[config.mk]
export PLATFORM = sky130hd
export DESIGN_NAME = wb_regfile
export DESIGN_NICKNAME = d
export VERILOG_FILES = /design/src/rtl/wb_regfile.sv
export SDC_FILE = /design/constraint.sdc
export NUM_CORES = 2
export LEC_CHECK = 0
export ABC_CLOCK_PERIOD_IN_PS = 64599
export BUFFER_PORTS_ARGS = -buffer_cell sky130_fd_sc_hd__buf_2
export CELL_PAD_IN_SITES_DETAIL_PLACEMENT = 1
export CELL_PAD_IN_SITES_GLOBAL_PLACEMENT = 2
export CORE_ASPECT_RATIO = 1.25
export CORE_UTILIZATION = 36
export CTS_CLUSTER_SIZE = 10
export DETAILED_ROUTE_END_ITERATION = 8
export PLACE_DENSITY = 0.72
export SLEW_MARGIN = 20
export SYNTH_ARGS = -nofsm -noshare
export SYNTH_HDL_FRONTEND = slang
export SYNTH_SLANG_ARGS = --single-unit
[constraint.sdc]
create_clock -name clk_i -period 64.6 [get_ports clk_i]
set_input_delay 0 -clock clk_i [delete_from_list [all_inputs] [get_ports clk_i]]
set_output_delay 0 -clock clk_i [all_outputs]
set_load 0.1 [all_outputs]
[src/rtl/wb_regfile.sv]
// Write-back select, 32x32 architectural register file with write-before-read
// bypass on both ID read ports, a retired-write counter and a raw debug port.
module wb_regfile #(
    parameter int unsigned DEPTH = 32,
    parameter int unsigned WIDTH = 32
) (
    input  logic             clk_i,
    input  logic             rst_i,
    input  logic             RegWrite_i,
    input  logic             MemtoReg_i,
    input  logic [WIDTH-1:0] ReadData_i,
    input  logic [WIDTH-1:0] ALUResult_i,
    input  logic [4:0]       RdAddr_i,
    input  logic [4:0]       RS1addr_i,
    input  logic [4:0]       RS2addr_i,
    output logic [WIDTH-1:0] RS1data_o,
    output logic [WIDTH-1:0] RS2data_o,
    output logic [WIDTH-1:0] WBdata_o,
    output logic             WBvalid_o,
    output logic [31:0]      commit_cnt_o,
    input  logic [4:0]       dbg_addr_i,
    output logic [WIDTH-1:0] dbg_data_o
);

    localparam int unsigned CNT_W = 32;

    logic [WIDTH-1:0] regs [DEPTH];

    assign WBdata_o  = MemtoReg_i ? ReadData_i : ALUResult_i;
    // RegWrite_i low forces this to 0 even when RdAddr_i is unknown.
    assign WBvalid_o = RegWrite_i && (RdAddr_i != 5'd0);

    // Commit and retired-write count; r0 is never written since WBvalid_o excludes it.
    always_ff @(posedge clk_i or posedge rst_i) begin
        if (rst_i) begin
            for (int unsigned i = 0; i < DEPTH; i++) begin
                regs[i] <= '0;
            end
            commit_cnt_o <= '0;
        end else if (WBvalid_o) begin
            regs[RdAddr_i] <= WBdata_o;
            commit_cnt_o   <= commit_cnt_o + CNT_W'(1);
        end
    end

    // Same-cycle write-before-read bypass removes the WB->ID hazard.
    always_comb begin
        RS1data_o = '0;
        RS2data_o = '0;
        if (WBvalid_o && (RS1addr_i == RdAddr_i)) begin
            RS1data_o = WBdata_o;
        end else if (RS1addr_i != 5'd0) begin
            RS1data_o = regs[RS1addr_i];
        end
        if (WBvalid_o && (RS2addr_i == RdAddr_i)) begin
            RS2data_o = WBdata_o;
        end else if (RS2addr_i != 5'd0) begin
            RS2data_o = regs[RS2addr_i];
        end
    end

    assign dbg_data_o = (dbg_addr_i == 5'd0) ? '0 : regs[dbg_addr_i];

endmodule

; ---- Word level (Yosys, flattened, before mapping)
; Cells that the tools add are included.
[op_classes]
add_sub_neg = 1
mul = 0
div_mod_pow = 0
magnitude_cmp = 5
eq_ne = 2
shifts = 0
n_mux = 18
bitwise = 4
n_reduce_logical = 8
[op_table]
columns = operator, n
row1 = $bwmux W1024, 1
row2 = $bmux W32 S5, 3
row3 = $mux W32, 13
row4 = $demux W32 S5, 1
row5 = $add A32 B1 Y32 const B, 1
row6 = $ge A6 B6 Y1 const B, 4
row7 = $not A5 Y6, 4
row8 = $reduce_bool A5 Y1, 3
row9 = $eq A5 B5 Y1, 2
row10 = $lt A6 B1 Y1 const B, 1
row11 = $logic_not A5 Y1, 1
row12 = $logic_and A1 B1 Y1, 4
[word_totals]
regBits = 1056
latchBits = 0
mem_bits_rw = 0
rom_bits = 0
in_bits = 88
memories = 0

; ---- Logic depth before layout (Yosys ltp)
[logic_depth]
ltp_word = 6
mapped_depth = 10

; ---- Worst setup path after synthesis
; No wires, ideal clock.
[synth_timing]
path_type = input to output
start = input RS2addr_i[0]
end = output RS2data_o[30]
arrival_ns = 3.599
setup_slack_ns = 61.001
cell_stages = 7
path_cell_list = buf_2 -> buf_2 -> buf_2 -> mux4_2 -> nand2_1 -> o21ai_0 -> o31ai_1
[synth_between]
elab_chain_cells = 6
[synth_rtl]
columns = element, line
row1 = "start, declared", 15  ; input logic [4:0] RS2addr_i,
row2 = $not A5 Y6 (implied by the code), 58  ; RS2data_o = regs[RS2addr_i];
row3 = $bmux W32 S5, 58
row4 = $mux W32 (implied by the code) (2 in series), 58
row5 = $mux W32, 57  ; end else if (RS2addr_i != 5'd0) begin
row6 = $mux W32 *, 55  ; if (WBvalid_o && (RS2addr_i == RdAddr_i)) begin
row7 = "end, declared", 17  ; output logic [WIDTH-1:0] RS2data_o,
; Every way passes the cells marked *; elsewhere a longest branch is shown, timed or not. The select of a mux whose other input is x is not followed.

; ---- Worst setup path in the final report
[layout_timing]
start = input RS2addr_i[1]
end = output RS2data_o[4]
; The elaborated chain is that of the path after synthesis.

==> flow_metrics.tcl <==
set metrics [dict create \
    via_per_inst 6.36 \
    cts_tree "built" \
    initial_core_util_pct 36.3 \
    drt_iter0_drc 5517 \
    rsz0062_at_grt "false" \
    syn_nets 5777 \
    ctsResizeCount 0 \
    drt_wl_total_mm 268 \
    syn_area_per_cell_um2 11.1 \
    syn_area_um2 63300 \
    grt-ovfl-total 0 \
    tightest_slew_ns 1.22 \
    worstPathRequired_ns 64.60 \
    clk_pin_slew_ns 0.06 \
    track_usage_pct 30.3 \
    die_h_um 471 \
    grt_start_max_net_pins 171 \
    rows 171 \
    top_layer "met5" \
    antenna_found_initial 17 \
    end_kind "output port" \
    fmax_mhz 212 \
    syn_to_final_growth_pct 12.4 \
    synth-seq-area-share_pct 41.8 \
    route.met3.wl_mm 20.6 \
    ys_ff_latch 1056 \
    p_leak_uw 0.0300 \
    period_needed_ns 4.71 \
    routedWlPerCell_um 33.4 \
    die_w_um 377 \
    vdd_drop_max_mv 0.0302 \
    hold_viol 0 \
    place.gp.congestion 0.840 \
    hpwlAfterDp_mm 156 \
    core_area_um2 174000 \
    postSynthCellCount 5688 \
    finalSetupTns_ns 0 \
    die_area_um2 177000 \
    placed_cells 7782 \
    final_common_cell "dfrtp_1" \
    min_period_over_period_pct 7.30 \
    wl_met1_mm 113 \
    clk_latency_ns 0.79 \
    p_per_area_nw_per_um2 32.8 \
    ant_nets 0 \
    cts_root_buf "clkbuf_16" \
    clock_tree.buffer_depth 3 \
    io_pins 249 \
    placed_area_um2 66600 \
    layout.cells.non_filler 8042 \
    htree_levels 4 \
    cts_inserted_buffers 130 \
    async_flop_share_pct 100 \
    layout.nets 5741 \
    cts_setup_buffers 0 \
    most-common-layout-cells "dfrtp_1, nand2_1, o21ai_0" \
    maxCapViolations 0 \
    yosys.area.top_type_share_pct 41.8 \
    design_area_um2 71100 \
    synth_edf_count 0 \
    arrival_ns 4.71 \
    crit_fanout 52 \
    worstSetupPathType "input port to output port" \
    yosysWarnings 0 \
    drcViolationCount 0 \
    status "complete, no violations" \
    ys_types 54 \
    final_core_util_pct 40.8 \
    yosysTopAreaCell "dfrtp_1" \
    grt_pass1_wl_mm 389 \
    met2_length_mm 124 \
    grt_pass1_vias 52400 \
    start_kind "input port" \
    setup_violations 0 \
    holdWs_ns 0.347 \
    drv_slew 0 \
    relSlewSlack_pct 18.7 \
    clock-sinks 1056 \
    dr.pass1.iters 5 \
    clock_skew_ns 0.00803 \
    synth_area_leaders "dfrtp_1, mux4_2, mux2i_1" \
    drive_above_1_share_pct 24.8 \
    hp-class "input port to flop" \
    port_buffers 248 \
    num_vias 51100 \
    ys.flop_type "dfrtp_1" \
]
==> sequential cells by signal, summed over array words and instances (netlist names) <==
register / cells
commit_cnt_o: 32
regs: 1024
==> report_power, final <==
part           internal [uW]  leakage, uW  switching (uW)
registers                797       0.0134             150
logic                    294       0.0148             402
clock network            392      0.00183             296
==> layer usage <==
layer,vias to the layer above,global-route usage [%]
li1,21100,-
met1,27100,41.8
met2,2355,47.3
met3,548,5.44
met4,8,12.0
met5,-,0
==> Yosys cell counts (8+ instances only) <==
cell type     n
dfrtp_1    1056
nand2_1     710
o21ai_0     648
mux4_2      640
a21oi_1     429
nor2_1      428
mux2i_1     421
clkbuf_1    378
buf_2       198
mux2_2      126
a221oi_1     85
o21ai_1      74
inv_1        71
a22o_1       63
o221ai_1     62
o22ai_1      62
o2111ai_1    41
buf_4        29
buf_1        24
xnor2_1      22
xor2_1       19
nand3_1      15
buf_6         8
nand4_1       8
==> area by class of cell <==
type                       instances  area, um^2
antenna                            2        5.00
clock buffer                     174        3640
clock inverter                    11         106
fill                           18700      103000
inverter                          71         274
multi-input combinational       3924       34400
sequential                      1056       26400
tap                             2335        2920
timing repair buffer             469        3300
==> per-stage QoR <==
step                total power [uW]  setup slack [ns]
CTS                             2330             60.05
finish                          2330             59.89
global route                    2430             59.90
floorplan                       1430             34.88
detailed placement              1640             60.06
global placement                1610             60.02
==> critical path: stages <==
cell	delay, ns
buf_8	0.45
buf_4	0.77
and2_4	0.61
buf_4	0.62
a21oi_1	0.15
a221oi_1	1.03
o22ai_1	0.48
buf_2	0.44
==> final timing paths <==
check	startpoint	to	slack (ns)	depth (start not counted)
setup / recovery	RS2addr_i[1]	RS2data_o[4]	59.89	8
hold / removal	ALUResult_i[30]	regs[638]$_DFFE_PP0P_	0.35	5
setup reg to reg	commit_cnt_o[6]$_DFFE_PP0P_	commit_cnt_o[26]$_DFFE_PP0P_	62.32	5
hold reg to reg	regs[998]$_DFFE_PP0P_	regs[998]$_DFFE_PP0P_	0.43	0
max in group asynchronous	rst_i	commit_cnt_o[4]$_DFFE_PP0P_	61.39	7
min in group asynchronous	rst_i	regs[600]$_DFFE_PP0P_	0.46	4
==> cells by family after synthesis <==
family | count (synthesis) | share of synthesized area, %
buf+inv | 708 | 4.86
mux | 1187 | 31.7
flops | 1056 | 41.8
xor+xnor | 41 | 0.568
simple gates | 1219 | 7.71
fa+ha+maj | 1 | 0.0198
compound gates | 1476 | 13.4
==> repair_timing <==
| item | in CTS | in global routing |
|---|---|---|
| endpoints found under the setup margin | 0 | 0 |
| hold buffers | 72 | 0 |
| hold endpoints to repair | 1136 | 0 |
Power figures use the tool's default switching activity.
